--- config.mk ---
export PLATFORM = sky130hd
export DESIGN_NAME = slc3_mem_arbiter
export DESIGN_NICKNAME = d
export VERILOG_FILES = /design/src/rtl/slc3_mem_arbiter.sv
export SDC_FILE = /design/constraint.sdc
export NUM_CORES = 1
export LEC_CHECK = 0
export ABC_AREA = 1
export BUFFER_PORTS_ARGS = -buffer_cell sky130_fd_sc_hd__buf_4
export CORE_ASPECT_RATIO = 1.4
export CORE_MARGIN = 3
export CORE_UTILIZATION = 43
export DETAILED_ROUTE_END_ITERATION = 6
export GPL_TIMING_DRIVEN = 0
export PLACE_DENSITY = 0.77
export SLEW_MARGIN = 5
export SYNTH_ARGS = -nofsm -noshare
export SYNTH_HDL_FRONTEND = slang
export SYNTH_SLANG_ARGS = --single-unit
--- constraint.sdc ---
create_clock -name Clk -period 1.4 [get_ports Clk]
set_clock_uncertainty 0.1 [all_clocks]
set_input_delay 0.07 -clock Clk [delete_from_list [all_inputs] [get_ports Clk]]
set_output_delay 0.07 -clock Clk [all_outputs]
set_load 0.03 [all_outputs]
--- src/rtl/slc3_mem_arbiter.sv ---
// rtl/slc3_mem_arbiter.sv - two-requester arbiter for the SLC-3 single-port memory
module slc3_mem_arbiter #(
    parameter int ADDR_W     = 16,
    parameter int DATA_W     = 16,
    parameter int READ_LAT   = 2,
    parameter int MAX_CONSEC = 4
) (
    input  logic              Clk,
    input  logic              Reset,
    input  logic              ld_req,
    input  logic              ld_we,
    input  logic [ADDR_W-1:0] ld_addr,
    input  logic [DATA_W-1:0] ld_wdata,
    output logic              ld_done,
    input  logic              cpu_req,
    input  logic              cpu_we,
    input  logic [ADDR_W-1:0] cpu_addr,
    input  logic [DATA_W-1:0] cpu_wdata,
    output logic              cpu_done,
    output logic [DATA_W-1:0] rdata,
    output logic              mem_ce,
    output logic              mem_we,
    output logic [ADDR_W-1:0] mem_addr,
    output logic [DATA_W-1:0] mem_wdata,
    input  logic [DATA_W-1:0] mem_rdata,
    output logic              busy
);

    localparam int CW = (READ_LAT > 1) ? $clog2(READ_LAT) : 1;
    localparam int SW = (MAX_CONSEC > 0) ? $clog2(MAX_CONSEC + 1) : 1;

    typedef enum logic [1:0] {IDLE, ACCESS, DONE} state_t;

    state_t      state;
    logic [CW-1:0] acc_cnt;
    logic [SW-1:0] starv;
    logic        owner_cpu;
    logic        we_l;

    logic              cpu_win;
    logic              sel_we;
    logic [ADDR_W-1:0] sel_addr;
    logic [DATA_W-1:0] sel_wdata;

    // Loader wins unless the CPU has already been passed over MAX_CONSEC times.
    assign cpu_win   = cpu_req && (!ld_req || starv == SW'(MAX_CONSEC));
    assign sel_we    = cpu_win ? cpu_we    : ld_we;
    assign sel_addr  = cpu_win ? cpu_addr  : ld_addr;
    assign sel_wdata = cpu_win ? cpu_wdata : ld_wdata;

    always_ff @(posedge Clk or negedge Reset) begin
        if (!Reset) begin
            state     <= IDLE;
            acc_cnt   <= '0;
            starv     <= '0;
            owner_cpu <= 1'b0;
            we_l      <= 1'b0;
            ld_done   <= 1'b0;
            cpu_done  <= 1'b0;
            rdata     <= '0;
            mem_ce    <= 1'b0;
            mem_we    <= 1'b0;
            mem_addr  <= '0;
            mem_wdata <= '0;
            busy      <= 1'b0;
        end else begin
            ld_done  <= 1'b0;
            cpu_done <= 1'b0;
            case (state)
                IDLE: begin
                    if (ld_req || cpu_req) begin
                        owner_cpu <= cpu_win;
                        we_l      <= sel_we;
                        mem_we    <= sel_we;
                        mem_addr  <= sel_addr;
                        mem_wdata <= sel_wdata;
                        mem_ce    <= 1'b1;
                        busy      <= 1'b1;
                        acc_cnt   <= sel_we ? '0 : CW'(READ_LAT - 1);
                        starv     <= (!cpu_win && cpu_req) ? starv + 1'b1 : '0;
                        state     <= ACCESS;
                    end
                end
                ACCESS: begin
                    if (acc_cnt == '0) begin
                        if (!we_l) begin
                            rdata <= mem_rdata;
                        end
                        mem_ce   <= 1'b0;
                        mem_we   <= 1'b0;
                        ld_done  <= !owner_cpu;
                        cpu_done <= owner_cpu;
                        state    <= DONE;
                    end else begin
                        acc_cnt <= acc_cnt - 1'b1;
                    end
                end
                DONE: begin
                    busy  <= 1'b0;
                    state <= IDLE;
                end
                default: state <= IDLE;
            endcase
        end
    end

endmodule
* Word level (Yosys, flattened, before mapping) *
Index checks and enable logic that the tools add are counted.

cells by class
  bitwise gates (word level) = 2
  multiplexer cells = 21
  reductions and logical operators = 16
  add/sub/neg operators = 2
  eq/ne operators = 5

operator list
  operator                                                               count
  16-bit two-way mux                                                     2
  1-bit two-way mux                                                      11
  1-bit one-hot mux with 2 select lines                                  4
  2-bit AND reduction                                                    4
  3-bit AND reduction                                                    2
  2-bit two-way mux                                                      2
  2-bit != test, second input constant                                   2
  2-bit one-hot mux with 2 select lines                                  1
  2-bit nonzero test                                                     2
  3-bit by 1-bit adder with 3-bit output, second input constant          1
  3-bit equality test, second input constant                             1
  1-bit zero test                                                        3
  3-bit two-way mux                                                      1
  2-bit by 1-bit equality test with 1-bit output, second input constant  1
  2-bit equality test, second input constant                             1
  1-bit logical AND                                                      2
  2-bit zero test                                                        1
  1-bit logical OR                                                       2
  1-bit inverter                                                         2
  1-bit subtractor, second input constant                                1

word-level totals
  output and inout port bits = 53
  bits in registers = 61
  word-level logic and storage cells = 59
  input bits = 86

* Logic depth before layout (Yosys ltp) *
  word-level depth = 7
  gate-level depth with buffers = 9
  gate-level depth less buffers = 8

* Worst setup path before layout *
No wires, ideal clock.

  path kind = flip-flop to flip-flop
  start = register starv[0]
  end = register mem_addr[15]
  setup time = 0.117 ns
  buffers on the path = 1
  arrival time = 1.128 ns
  data required time = 1.183 ns
  slack = 0.055 ns
  clock period less this slack = 1.345 ns
  cell stages (with the launch flop) = 10
  cells stage by stage = dfrtp_1 inv_1 ha_1 nand2_1 nand2_4 nand2_4 buf_4 nand2_1 nand3_2 nand2_1

on the way
  longest elaborated chain between the ends = 4

ends and longest elaborated chain
  item                    RTL line  RTL
  from (decl)             36        logic [SW-1:0] starv;
  from (signal assigned)  80        starv <= (!cpu_win && cpu_req) ? starv + 1'b1 : '0;
  3-bit equality test     46        assign cpu_win = cpu_req && (!ld_req || starv == SW'(MAX_CONSEC));
  1-bit logical OR        46
  1-bit logical AND       46
  16-bit two-way mux      48        assign sel_addr = cpu_win ? cpu_addr : ld_addr;
  to (signal assigned)    75        mem_addr <= sel_addr;
  to (decl)               23        output logic [ADDR_W-1:0] mem_addr,

Every way passes these cells.
A chain may end at the register's enable or synchronous reset.

* Worst setup path after layout *
  start = register starv[1]
  end = register mem_we

on the way
  longest elaborated chain between the ends = 6

ends and longest elaborated chain
  item                                   RTL line  RTL
  3-bit equality test                    46
  1-bit logical OR                       46
  1-bit logical AND                      46
  1-bit two-way mux                      47        assign sel_we = cpu_win ? cpu_we : ld_we;
  1-bit two-way mux                      71        if (ld_req || cpu_req) begin
  1-bit one-hot mux with 2 select lines  69        case (state)
  to (signal assigned)                   74        mem_we <= sel_we;
  to (decl)                              22        output logic mem_we,

Every way passes these cells. The select of a mux whose other input is x is not followed.

==> out/metrics.cfg <==
[outcome]
status = finished, violations left
violations = setup timing

[sta]
relSlewSlack_pct = 47.8
hold_viol = 0
grt_setup_unrepaired = yes
drv_slew = 0
tightest_slew_ps = 782
setup_viol = 33
max_freq_mhz = 659
timing.final.crit_share_pct = 108
min_period_ps = 1520
whs_ps = 5.98
fin_setup_tns_ps = -1900
timing.final.ws_setup_ps = -118

[clocking]
worstSkewPairLatency_ps = 330
cts_buffers = 9
cts-root-buf = clkbuf_8
clock_path_buffers = 2
htreeDepth = 3
clock_sinks = 61
clk_pin_slew_ps = 70
cts_tree = built

[worst_setup_path]
critical_path_required_ps = 1520
worstSetupPathType = reg -> reg
cpMaxStageDelayCell = dfrtp_1
worstPathMaxFanout = 4
cp.arrival_ps = 1640
critPathMaxStageDelay_ps = 400
crit_path_end_kind = flop
critPathLaunch = starv[1]$_DFFE_PN0P_
start_kind = flop
regToRegSetupSlack_ps = -120
reg2reg_from = starv[1]$_DFFE_PN0P_
crit_chain = inv_2, ha_4, nand2_4, buf_4, buf_4, nand2_4, nand3_2, nand3_4, nand2_1

[grt]
first_global_vias = 3764
grt_pass1_wl_um = 17900
grt_max_degree = 62
grt_overflow = 0
antenna_found_initial = 0
grt_use_total_pct = 26.4

[final_layout]
final_cells = 756
antenna_cells = 0
fin_nets = 743
areaGrowthSynthToFinish_pct = 78.4
drive_gt1_share_pct = 39.9
utilization_pct = 79.3
multiInputGateArea_sq_mm = 0.00149
final_area_sq_mm = 0.00587
regArea_sq_mm = 0.00153
fillCellCount = 473

[pwr]
leakage_nw = 3.23
fin_total_pwr_mw = 11.0
power_density_mw_per_mm2 = 1870
vdd_drop_max_v = 0.00106

[min_path]
worstHoldStart = cpu_wdata[15]
hp-class = in -> reg

[route]
drt_pass1_iterations = 4
drt-vias-per-instance = 4.89
route.vias.total = 3695
drt-total-wl_um = 12000
final_antenna_net_count = 0
post_drt_wl_per_cell_um = 15.8
drt_iter0_drc = 186
remaining_drc_errors = 0

[floorplanning]
die_y_um = 110
die-area_sq_mm = 0.00876
io_pins = 139
core-area_sq_mm = 0.00741
initial_core_util_pct = 44.4
rows = 37
die_w_um = 79.9

[yosys]
synth_adder_area_share_pct = 0.760
ys_ff_latch = 61
synth.area.mux_share_pct = 0
synth_xor_area_share_pct = 0.266
syn_area_sq_mm = 0.00329
syn_area_per_cell_sq_um = 8.07
ys_seq_area_share_pct = 46.4
synth-compound-area-share_pct = 0.608
synth_top_family_by_area = simple AND/OR/NAND/NOR gates
ys_warn_count = 0
synthCells = 408
synth_cell_types = 22
synth-simple-area-share_pct = 38.0
synth_nets = 496

[place]
gp_congestion = 0.815
post-dp-hpwl_um = 6460
dpl_worst_slack_ps = -125
port_buffers = 137
placedCellCount = 642
dpl-instance-area_sq_mm = 0.00444

[flow_run]
drv_cap = 0

-- synth_stat cells --
master,count,share of area (%)
nand3_2,30,9.1
inv_8,1,0.34
inv_1,70,8.0
buf_6,2,0.68
nor2_1,3,0.34
o21ai_1,1,0.15
nand2_2,1,0.19
ha_1,2,0.76
nor3_1,1,0.15
nand2_1,147,17
nand3_1,58,8.8
nor2_4,2,0.68
xor2_1,1,0.27
buf_12,3,1.8
dfrtp_1,61,46
o21ai_0,3,0.46
nand2_8,1,0.61
nand2_4,4,1.4
inv_4,1,0.19
buf_2,8,1.2
buf_4,7,1.6
inv_2,1,0.11
-- cell type report --
class                      instances  area share [%]
multi-input combinational        255            25.4
tap                               97            2.07
clock inverter                     4           0.810
inverter                          73            4.88
buffer                            20            3.73
sequential                        61            26.0
timing repair buffer             235            34.6
clock buffer                      11            2.58
-- layout by cell type, fill, tap and decap left out --
cell type      synthesis  final
nand2_8                1      3
bufinv_16              0      1
buf_16                 0      1
xor2_1                 1      1
nor2_4                 2      2
nand2_4                4      5
o21ai_2                0      1
buf_2                  8      7
buf_12                 3      5
nand3_2               30     45
o21ai_0                3      3
ha_1                   2      1
clkbuf_4               0      1
nand3_4                0      2
nor3_1                 1      1
nand2_2                1     11
inv_8                  1      1
buf_6                  2      3
buf_4                  7    149
clkinvlp_4             0      1
inv_2                  1      3
clkinv_2               0      2
nor2_1                 3      3
inv_1                 70     68
buf_8                  0      7
nand2_1              147    135
ha_4                   0      1
dlygate4sd3_1          0     82
clkbuf_8               0     11
dfrtp_1               61     61
clkinv_4               0      1
nand3_1               58     41
-- worst paths after layout --
path | to | cells past startpoint
min reg2reg | rdata[7]$_DFFE_PN0P_ | 2
min in group asynchronous | mem_we$_DFFE_PN0P_ | 2
min | mem_wdata[15]$_DFFE_PN0P_ | 5
max in group asynchronous | mem_wdata[12]$_DFFE_PN0P_ | 2
max reg2reg | mem_we$_DFFE_PN0P_ | 9
max | mem_we$_DFFE_PN0P_ | 9
-- report_power, final --
group | switching (mW) | internal (mW)
Sequential | 0.576 | 2.61
Clock | 0.688 | 0.903
Combinational | 3.76 | 2.42
Total | 5.03 | 5.94
-- worst max-delay path: cells and delay by family (launching register included) --
family        cells  cell delay [ps]
flops             1              400
simple gates      5              400
buf+inv           3              360
fa+ha+maj         1              150
-- timing repair --
action	in CTS	in global routing
hold buffers	82	0
buffers inserted	8	5
endpoints found under the hold margin	111	0
pin swaps	10	15
gates resized for setup	36	26
gates cloned	4	0
endpoints found under the setup margin	32	47
-- registers in the layout, indices dropped and copies added, names as in the netlist --
name and flops:
mem_addr 16, mem_wdata 16, rdata 16, starv 3, state 2, acc_cnt 1, busy 1, cpu_done 1
ld_done 1, mem_ce 1, mem_we 1, owner_cpu 1, we_l 1
-- routing by layer --
layer	GRT usage, %	wire [um]	vias up
li1	-	-	1739
met1	30.1	4480	1749
met2	46.8	6320	171
met3	5.00	776	36
met4	12.7	408	0
met5	0	0	-
-- logic make-up (layout without fill, tap and decap cells) --
family	after synthesis	count (layout)
and+or+nand+nor	247	248
buffers and inverters	93	343
DFF	61	61
AOI/OAI and AO/OA	4	4
adders and majority gates	2	2
xor gates and xnor gates	1	1
Power figures use the tool's default switching activity.
